==> config.mk <==
export PLATFORM = sky130hd
export DESIGN_NAME = rca_response_analyzer
export DESIGN_NICKNAME = d
export VERILOG_FILES = /design/src/rtl/rca_response_analyzer.sv
export SDC_FILE = /design/constraint.sdc
export NUM_CORES = 1
export LEC_CHECK = 0
export CELL_PAD_IN_SITES_DETAIL_PLACEMENT = 0
export CELL_PAD_IN_SITES_GLOBAL_PLACEMENT = 2
export CORE_MARGIN = 2
export CORE_UTILIZATION = 29
export DETAILED_ROUTE_END_ITERATION = 8
export MAX_ROUTING_LAYER = met4
export PLACE_DENSITY = 0.74
export SKIP_CTS_REPAIR_TIMING = 1
export SKIP_LAST_GASP = 1
export SYNTH_ARGS = -nofsm -noshare
export SYNTH_HDL_FRONTEND = slang
export SYNTH_SLANG_ARGS = --single-unit
==> constraint.sdc <==
create_clock -name clk -period 2.7 [get_ports clk]
set_clock_uncertainty 0.1 [all_clocks]
set_input_delay 0.54 -clock clk [delete_from_list [all_inputs] [get_ports clk]]
set_output_delay 0.54 -clock clk [all_outputs]
set_load 0.005 [all_outputs]
==> src/rtl/rca_response_analyzer.sv <==
// rca_response_analyzer
// Receiving end of the ripple-carry adder fault-test path. Each valid beat
// (pattern plus adder response) is registered, then compared against the
// golden sum one cycle later. Mismatches are counted (saturating), the first
// failing index is latched, out-of-order indices raise a sticky flag, and
// pass/fail is reported once NUM_PATTERNS beats have been collected.
// Optional feature macro: RCA_MISR_EN (6-bit MISR signature on sig).
module rca_response_analyzer #(
    parameter int WIDTH        = 5,
    parameter int NUM_PATTERNS = 8,
    parameter int ERR_CNT_W    = 4
) (
    input  logic                            clk,
    input  logic                            init,
    input  logic                            start,
    input  logic                            pat_valid,
    input  logic [$clog2(NUM_PATTERNS)-1:0] pat_idx,
    input  logic [WIDTH-1:0]                a,
    input  logic [WIDTH-1:0]                b,
    input  logic                            c_in,
    input  logic [WIDTH-1:0]                sum,
    input  logic                            c_out,
    output logic                            busy,
    output logic                            done,
    output logic                            pass,
    output logic [ERR_CNT_W-1:0]            err_count,
    output logic [$clog2(NUM_PATTERNS)-1:0] first_fail_idx,
    output logic                            first_fail_valid,
    output logic                            seq_err,
    output logic [5:0]                      sig
);

    localparam int IDX_W = $clog2(NUM_PATTERNS);

    localparam logic [1:0] ST_IDLE    = 2'd0;
    localparam logic [1:0] ST_COLLECT = 2'd1;
    localparam logic [1:0] ST_DRAIN   = 2'd2;
    localparam logic [1:0] ST_DONE    = 2'd3;

    localparam logic [IDX_W-1:0]     LAST_IDX = IDX_W'(NUM_PATTERNS - 1);
    localparam logic [ERR_CNT_W-1:0] ERR_MAX  = {ERR_CNT_W{1'b1}};

    // Golden adder result, one bit wider than the operands to hold the carry.
    function automatic logic [WIDTH:0] golden_sum(input logic [WIDTH-1:0] x,
                                                  input logic [WIDTH-1:0] y,
                                                  input logic             ci);
        return {1'b0, x} + {1'b0, y} + {{WIDTH{1'b0}}, ci};
    endfunction

    // One MISR shift for polynomial x^6+x+1 with the response folded in.
    function automatic logic [5:0] misr_step(input logic [5:0] s,
                                             input logic [5:0] r);
        return {s[4:0], s[5] ^ s[0]} ^ r;
    endfunction

    logic [1:0]           state_r, state_next_s;
    logic [IDX_W-1:0]     exp_idx_r, exp_idx_next_s;
    logic                 s1_valid_r, s1_valid_next_s;
    logic [IDX_W-1:0]     s1_idx_r;
    logic [WIDTH-1:0]     s1_a_r, s1_b_r;
    logic                 s1_ci_r;
    logic [WIDTH:0]       s1_resp_r;
    logic                 s1_load_s;
    logic                 mis_s;

    logic                 busy_r, busy_next_s;
    logic                 done_r, done_next_s;
    logic                 pass_r, pass_next_s;
    logic [ERR_CNT_W-1:0] err_r, err_next_s;
    logic [IDX_W-1:0]     ffi_r, ffi_next_s;
    logic                 ffv_r, ffv_next_s;
    logic                 seq_r, seq_next_s;
`ifdef RCA_MISR_EN
    logic [5:0]           sig_r, sig_next_s;
`endif

    // Compare stage: flag a mismatch on the registered beat.
    always_comb begin
        mis_s = 1'b0;
        if (s1_valid_r) begin
            mis_s = ({1'b0, s1_resp_r} != {1'b0, golden_sum(s1_a_r, s1_b_r, s1_ci_r)});
        end else begin
            mis_s = 1'b0;
        end
    end

    // Next-state, sampling and result-recording logic.
    always_comb begin
        state_next_s    = state_r;
        exp_idx_next_s  = exp_idx_r;
        s1_valid_next_s = 1'b0;
        s1_load_s       = 1'b0;
        done_next_s     = done_r;
        pass_next_s     = pass_r;
        err_next_s      = err_r;
        ffi_next_s      = ffi_r;
        ffv_next_s      = ffv_r;
        seq_next_s      = seq_r;
`ifdef RCA_MISR_EN
        sig_next_s      = sig_r;
`endif

        // Result recording for the beat sampled last cycle.
        if (s1_valid_r) begin
            if (mis_s) begin
                if (err_r != ERR_MAX) begin
                    err_next_s = err_r + {{(ERR_CNT_W-1){1'b0}}, 1'b1};
                end else begin
                    err_next_s = err_r;
                end
                if (!ffv_r) begin
                    ffv_next_s = 1'b1;
                    ffi_next_s = s1_idx_r;
                end else begin
                    ffv_next_s = ffv_r;
                end
            end else begin
                err_next_s = err_r;
            end
`ifdef RCA_MISR_EN
            sig_next_s = misr_step(sig_r, 6'(s1_resp_r));
`endif
        end else begin
            err_next_s = err_r;
        end

        case (state_r)
            ST_IDLE, ST_DONE: begin
                if (start) begin
                    state_next_s   = ST_COLLECT;
                    exp_idx_next_s = {IDX_W{1'b0}};
                    done_next_s    = 1'b0;
                    pass_next_s    = 1'b0;
                    err_next_s     = {ERR_CNT_W{1'b0}};
                    ffi_next_s     = {IDX_W{1'b0}};
                    ffv_next_s     = 1'b0;
                    seq_next_s     = 1'b0;
`ifdef RCA_MISR_EN
                    sig_next_s     = 6'h00;
`endif
                end else begin
                    state_next_s = state_r;
                end
            end
            ST_COLLECT: begin
                if (pat_valid) begin
                    s1_load_s       = 1'b1;
                    s1_valid_next_s = 1'b1;
                    if (pat_idx != exp_idx_r) begin
                        seq_next_s = 1'b1;
                    end else begin
                        seq_next_s = seq_r;
                    end
                    if (exp_idx_r == LAST_IDX) begin
                        exp_idx_next_s = {IDX_W{1'b0}};
                        state_next_s   = ST_DRAIN;
                    end else begin
                        exp_idx_next_s = exp_idx_r + {{(IDX_W-1){1'b0}}, 1'b1};
                    end
                end else begin
                    s1_load_s = 1'b0;
                end
            end
            ST_DRAIN: begin
                state_next_s = ST_DONE;
                done_next_s  = 1'b1;
                pass_next_s  = (err_next_s == {ERR_CNT_W{1'b0}}) && !seq_next_s;
            end
            default: begin
                state_next_s = ST_IDLE;
            end
        endcase

        busy_next_s = (state_next_s == ST_COLLECT) || s1_valid_next_s;
    end

    // State, stage-1 pipeline and registered outputs.
    always_ff @(posedge clk) begin
        if (init) begin
            state_r    <= ST_IDLE;
            exp_idx_r  <= {IDX_W{1'b0}};
            s1_valid_r <= 1'b0;
            s1_idx_r   <= {IDX_W{1'b0}};
            s1_a_r     <= {WIDTH{1'b0}};
            s1_b_r     <= {WIDTH{1'b0}};
            s1_ci_r    <= 1'b0;
            s1_resp_r  <= {(WIDTH+1){1'b0}};
            busy_r     <= 1'b0;
            done_r     <= 1'b0;
            pass_r     <= 1'b0;
            err_r      <= {ERR_CNT_W{1'b0}};
            ffi_r      <= {IDX_W{1'b0}};
            ffv_r      <= 1'b0;
            seq_r      <= 1'b0;
`ifdef RCA_MISR_EN
            sig_r      <= 6'h00;
`endif
        end else begin
            state_r    <= state_next_s;
            exp_idx_r  <= exp_idx_next_s;
            s1_valid_r <= s1_valid_next_s;
            if (s1_load_s) begin
                s1_idx_r  <= pat_idx;
                s1_a_r    <= a;
                s1_b_r    <= b;
                s1_ci_r   <= c_in;
                s1_resp_r <= {c_out, sum};
            end
            busy_r     <= busy_next_s;
            done_r     <= done_next_s;
            pass_r     <= pass_next_s;
            err_r      <= err_next_s;
            ffi_r      <= ffi_next_s;
            ffv_r      <= ffv_next_s;
            seq_r      <= seq_next_s;
`ifdef RCA_MISR_EN
            sig_r      <= sig_next_s;
`endif
        end
    end

    assign busy             = busy_r;
    assign done             = done_r;
    assign pass             = pass_r;
    assign err_count        = err_r;
    assign first_fail_idx   = ffi_r;
    assign first_fail_valid = ffv_r;
    assign seq_err          = seq_r;
`ifdef RCA_MISR_EN
    assign sig              = sig_r;
`else
    assign sig              = 6'h00;
`endif

endmodule

### Word level (Yosys, flattened, before mapping)

Cells that the tools add are included.

* word-level logic and storage cells: 72
* output and inout port bits: 18
* register bits after elaboration: 38
* input port bits: 24

* add/sub/neg operators: 4
* equality and inequality tests: 11
* reduce and logical (&&, ||, !) cells: 11
* mux-type cells: 31

Operators by type and width (number)
* 2-to-1 mux 3 bit: 8
* 2-to-1 mux 4 bit: 5
* 2-to-1 mux 1 bit: 10
* adder 5 x 5 -> 6 bit: 1
* adder 6 x 1 -> 6 bit: 1
* 2-to-1 mux 2 bit: 3
* inequality test 2 bit, second input constant: 3
* inequality test 6 bit: 1
* case mux 1 bit (2 select lines): 3
* case mux 2 bit (3 select lines): 1
* case mux 3 bit (2 select lines): 1
* adder 4 x 1 -> 4 bit, second input constant: 1
* equality test 2 x 1 -> 1 bit, second input constant: 2
* equality test 2 bit, second input constant: 2
* logical NOT 4 bit: 1
* inequality test 4 bit, second input constant: 1
* AND reduction 4 bit: 1
* nonzero test 2 bit: 2
* adder 3 x 1 -> 3 bit, second input constant: 1
* equality test 3 bit, second input constant: 1
* inequality test 3 bit: 1
* AND reduction 3 bit: 1
* logical NOT 2 bit: 1
* AND reduction 2 bit: 1
* other kinds (4): 4

### Depth between registers and ports, before layout

* word-level depth: 9
* gate-level depth with buffers: 8
* gate-level depth less buffers: 8

### Least setup slack after synthesis

OpenSTA, ideal clock, no wires.

* path type: register to register
* start point: register s1_a_r[0]
* end point: register pass_r, in the netlist pass
* cell stages (with the launch flop): 9
* clock period less this slack: 2412 ps
* setup time: 125 ps
* path buffers: 0
* arrival time: 2187 ps
* required time: 2475 ps
* setup slack: 288 ps
* path through: dfxtp_1 > fa_1 > a211oi_4 > o21bai_1 > or4b_4 > nand4_4 > a21oi_2 > mux2i_1 > o22ai_1

* word-level cells in the longest chain between the ends: 9

RTL lines
* from (decl): line 60 `logic [WIDTH-1:0] s1_a_r, s1_b_r;`
* from (signal assigned): line 184 `s1_a_r <= {WIDTH{1'b0}};`
* adder 5 x 5 -> 6 bit: line 47 `return {1'b0, x} + {1'b0, y} + {{WIDTH{1'b0}}, ci};`
* adder 6 x 1 -> 6 bit: line 47
* inequality test 6 bit: line 81 `mis_s = ({1'b0, s1_resp_r} != {1'b0, golden_sum(s1_a_r, s1_b_r, s1_ci_r)});`
* 2-to-1 mux 1 bit: line 80 `if (s1_valid_r) begin`
* 2-to-1 mux 4 bit: line 105 `if (mis_s) begin`
* 2-to-1 mux 4 bit: line 104 `if (s1_valid_r) begin`
* logical NOT 4 bit: line 167 `pass_next_s = (err_next_s == {ERR_CNT_W{1'b0}}) && !seq_next_s;`
* logical AND 1 bit: line 167
* case mux 1 bit (2 select lines): line 127 `case (state_r)`
* to (signal assigned): line 211 `pass_r <= pass_next_s;`
* to (decl): line 68 `logic pass_r, pass_next_s;`

No other way between the ends.
A chain may end at the register's enable or synchronous reset.

### Worst setup path after layout

* start point: register s1_a_r[0]
* end point: register err_r[3], in the netlist err_count[3]

* word-level cells in the longest chain between the ends: 8

RTL lines
* adder 5 x 5 -> 6 bit (*): line 47
* adder 6 x 1 -> 6 bit (*): line 47
* inequality test 6 bit (*): line 81
* 2-to-1 mux 1 bit (*): line 80
* 2-to-1 mux 4 bit (*): line 105
* 2-to-1 mux 4 bit (*): line 104
* 2-to-1 mux 4 bit: line 129 `if (start) begin`
* 2-to-1 mux 4 bit (*): line 127
* to (signal assigned): line 191 `err_r <= {ERR_CNT_W{1'b0}};`
* to (signal assigned): line 212 `err_r <= err_next_s;`
* to (decl): line 69 `logic [ERR_CNT_W-1:0] err_r, err_next_s;`

Every way passes the cells marked *; elsewhere a longest branch is shown, timed or not.

==> impl_summary.md <==
Timing
The total count of hold-check failures in the final report came to 0. The minimum clock period after layout is ~2.5 ns. The number of pins exceeding their max-slew limit in the final report is 0. The share of the clock period used by the worst path after layout is 0.9257. The setup-violating endpoint count in the final report is 0. Setup repair after global routing left no endpoint under its margin. The sum of negative setup slack is 0 ns.

The worst pin sits at a relative slew slack of 0.6524. The actual transition at the worst max-transition pin is slightly above 0.5 ns. The maximum achievable frequency is about 0.40 GHz.

Worst hold path
The worst min-delay path class is register to register.

Die
The overall die width is between 80 and 90 um. The region available for standard cell placement spans 6681 um^2. For this design the top-level I/O count stands at 42.

In this run the vertical extent of the chip is roughly 86 um. The effective utilization at floorplan is 0.2942. The total die area is 7453 um^2. The initialized floorplan defines 30 standard-cell rows.

Global routing
In the global route stage, overall resource usage came out at 0.1279. The first global-routing pass estimated about 7.3 mm of wire. The via count of the first global-routing pass was about 1500. The total grt overflow is 0. The number of antenna violations at the first check in global routing was 0. The pin count of the biggest net entering global routing is 28.

Yosys
Counting every instance in the synthesized netlist gives 233. During synthesis, Yosys emitted a total of 0 warnings. The post-synthesis async set-or-reset flop share is 0. The synthesized area is about 2000 um^2. The most used flip-flop cell after synthesis is sky130_fd_sc_hd__dfxtp_1. The number of distinct library cell variants in the gate-level netlist after synthesis is 45. The number of flops mapped to enable cells by yosys is 0. The mean cell area of the mapped netlist is 8.436 um^2. The register bit total from synthesis is 38. For this run, the register share of the synthesized area comes to 0.3870.

Setup path
Of all nets on the critical path, the largest fanout is 4. The nature of the critical path endpoint is a register. The type of the worst setup path is register to register.

The worst setup path is launched from a register. The arrival time at the worst endpoint is between 2 and 3 ns. The data required time of the worst path is between 2 and 3 ns.

Clocking
The clock tree synthesis step divided the H-tree into 2 levels. The clock transition at the registers of the reported paths is around 0.080 ns. TritonCTS built the clock tree. The tree is rooted in a sky130_fd_sc_hd__clkbuf_8. No sink is reached through more buffers than the 2 on the longest clock path. Buffers inserted during clock tree synthesis total 5. The number of sinks handled by clock tree synthesis is 38. The later-pin clock latency in the skew report is a little under 0.3 ns.

Layout
In the layout the commonest cells are sky130_fd_sc_hd__nand2_1 (50), sky130_fd_sc_hd__dfxtp_1 (38), sky130_fd_sc_hd__clkdlybuf4s50_1 (35), sky130_fd_sc_hd__a21oi_1 (30), sky130_fd_sc_hd__nor2_1 (19). Of the cells placed in the final design, the portion with a size suffix greater than 1 is 0.09294. The final cell utilization of the core is 0.3740. The number of antenna diodes in the final layout is 0. After routing the design area is between 2000 and 2500 um^2. The net count of the finished layout is approximately 300. Compared with the post-synthesis result, the final layout area differs by 27.12%.

The library cell used most frequently in the layout, excluding fill and tap cells, is sky130_fd_sc_hd__nand2_1. Counting the fill cells in the layout gives roughly 710.

Drt
The ratio of routed vias to standard cells is between 4 and 5. The detailed router finished its first iteration with 61 violations. The number of remaining DRC errors is 0. After detailed routing, the total wire length is 4.322 mm.

Before antenna repair, the detailed router went through 4 iterations. The routed layout has between 1500 and 2000 vias. The final routed wire length divided by cell count is 12.38 um. The number of nets with antenna violations after detailed routing is 0.

Status
The run finished with clean final reports.

Run
The number of max-cap violations is 0.

Placed design
In this run the cell area measured after placement is roughly 2400 um^2. The post-DP HPWL is 3.152 mm. Routability-driven placement finished with a final weighted congestion of 0.7437. The number of input and output port buffers inserted is 35.

Power
Overall power consumption after layout is estimated at 0.001334 W. VDD sags by at most 278.7 uV. In this run the static leakage power is around 0.89 nW. The areal power density over the cells is about 530 nW/um^2.
[kinds of logic (layout without fill, tap and decap cells)]
family                     after synthesis  in the layout  synth area share
muxes                                    6              6           0.03056
AOI/OAI and AO/OA                       49             49            0.1598
other                                    1              6          0.001908
and+or+nand+nor                         99             99            0.2572
xor gates and xnor gates                10             10           0.04456
adders and majority gates               10             10           0.06747
buffers and inverters                   20             51           0.05156
DFF                                     38             38            0.3870
[cell type report]
cell class              instances  area (um^2)  share of cell area
inverters                       5        18.77            0.007511
well taps                      80        100.1             0.04006
repair buffers                 38        372.9              0.1492
flip-flops and latches         38        760.7              0.3045
multi-input cells             180         1132              0.4532
clock buffers                   5        68.82             0.02754
clock inverters                 3        45.04             0.01803
[worst max-delay path, stage by stage (launching register included)]
cell and delay, ns:
sky130_fd_sc_hd__dfxtp_1 0.34, sky130_fd_sc_hd__fa_2 0.44, sky130_fd_sc_hd__a211oi_4 0.31, sky130_fd_sc_hd__o21bai_1 0.15, sky130_fd_sc_hd__or4b_4 0.51, sky130_fd_sc_hd__nand4_4 0.16, sky130_fd_sc_hd__a21oi_4 0.09, sky130_fd_sc_hd__and4b_4 0.21
sky130_fd_sc_hd__nor3_2 0.13
[synthesized netlist by cell type (2+ instances only)]
cell type,number,share of area
sky130_fd_sc_hd__nor2_1,19,0.036
sky130_fd_sc_hd__clkbuf_1,8,0.015
sky130_fd_sc_hd__ha_1,9,0.057
sky130_fd_sc_hd__dfxtp_1,38,0.39
sky130_fd_sc_hd__nand2b_1,3,0.0095
sky130_fd_sc_hd__xnor2_1,8,0.036
sky130_fd_sc_hd__buf_4,7,0.027
sky130_fd_sc_hd__nand2_1,50,0.095
sky130_fd_sc_hd__xor2_1,2,0.0089
sky130_fd_sc_hd__a21oi_2,2,0.0089
sky130_fd_sc_hd__mux2i_1,6,0.031
sky130_fd_sc_hd__nor3b_1,3,0.011
sky130_fd_sc_hd__o21ai_0,5,0.013
sky130_fd_sc_hd__nand3_1,4,0.010
sky130_fd_sc_hd__nor3_1,6,0.015
sky130_fd_sc_hd__inv_1,5,0.0095
sky130_fd_sc_hd__a21oi_1,30,0.076
[registers in the layout, indices dropped and copies added, names as in the netlist]
register          flops
exp_idx_r             3
s1_resp_r             6
done                  1
busy                  1
s1_idx_r              3
s1_b_r                5
seq_err               1
err_count             4
s1_a_r                5
state_r               2
first_fail_valid      1
pass                  1
first_fail_idx        3
s1_valid_r            1
s1_ci_r               1
[through the flow]
stage          hold slack [ns]  instances  setup slack [ns]
5_1_grt                 0.3845        349           0.04120
6_report                0.3590        349            0.2006
2_1_floorplan           0.3360        238            0.2883
3_3_place_gp            0.3508        341            0.1778
3_5_place_dp            0.3502        341            0.1224
4_1_cts                 0.3617        349           0.09980
[report_power, final]
part,total (W),internal [W],switching (W)
Sequential,0.000604,0.000585,0.0000192
Combinational,0.000244,0.000114,0.000130
Clock,0.000486,0.000275,0.000211
Total,0.00133,0.000974,0.000360
[metal layers]
metal  global-route usage  wire length [um]
met5                    -                 0
met4              0.05540                72
met3              0.02286               126
met2               0.1790              1868
met1               0.1796              2255
[worst paths after layout]
check,from,endpoint,slack (ns),depth (start not counted)
setup reg to reg,s1_a_r[0],err_count[3],0.20,8
hold / removal,s1_idx_r[0],s1_idx_r[0],0.36,2
hold reg to reg,s1_idx_r[0],s1_idx_r[0],0.36,2
setup / recovery,s1_a_r[0],err_count[3],0.20,8
(Power assumes the default switching activity.)
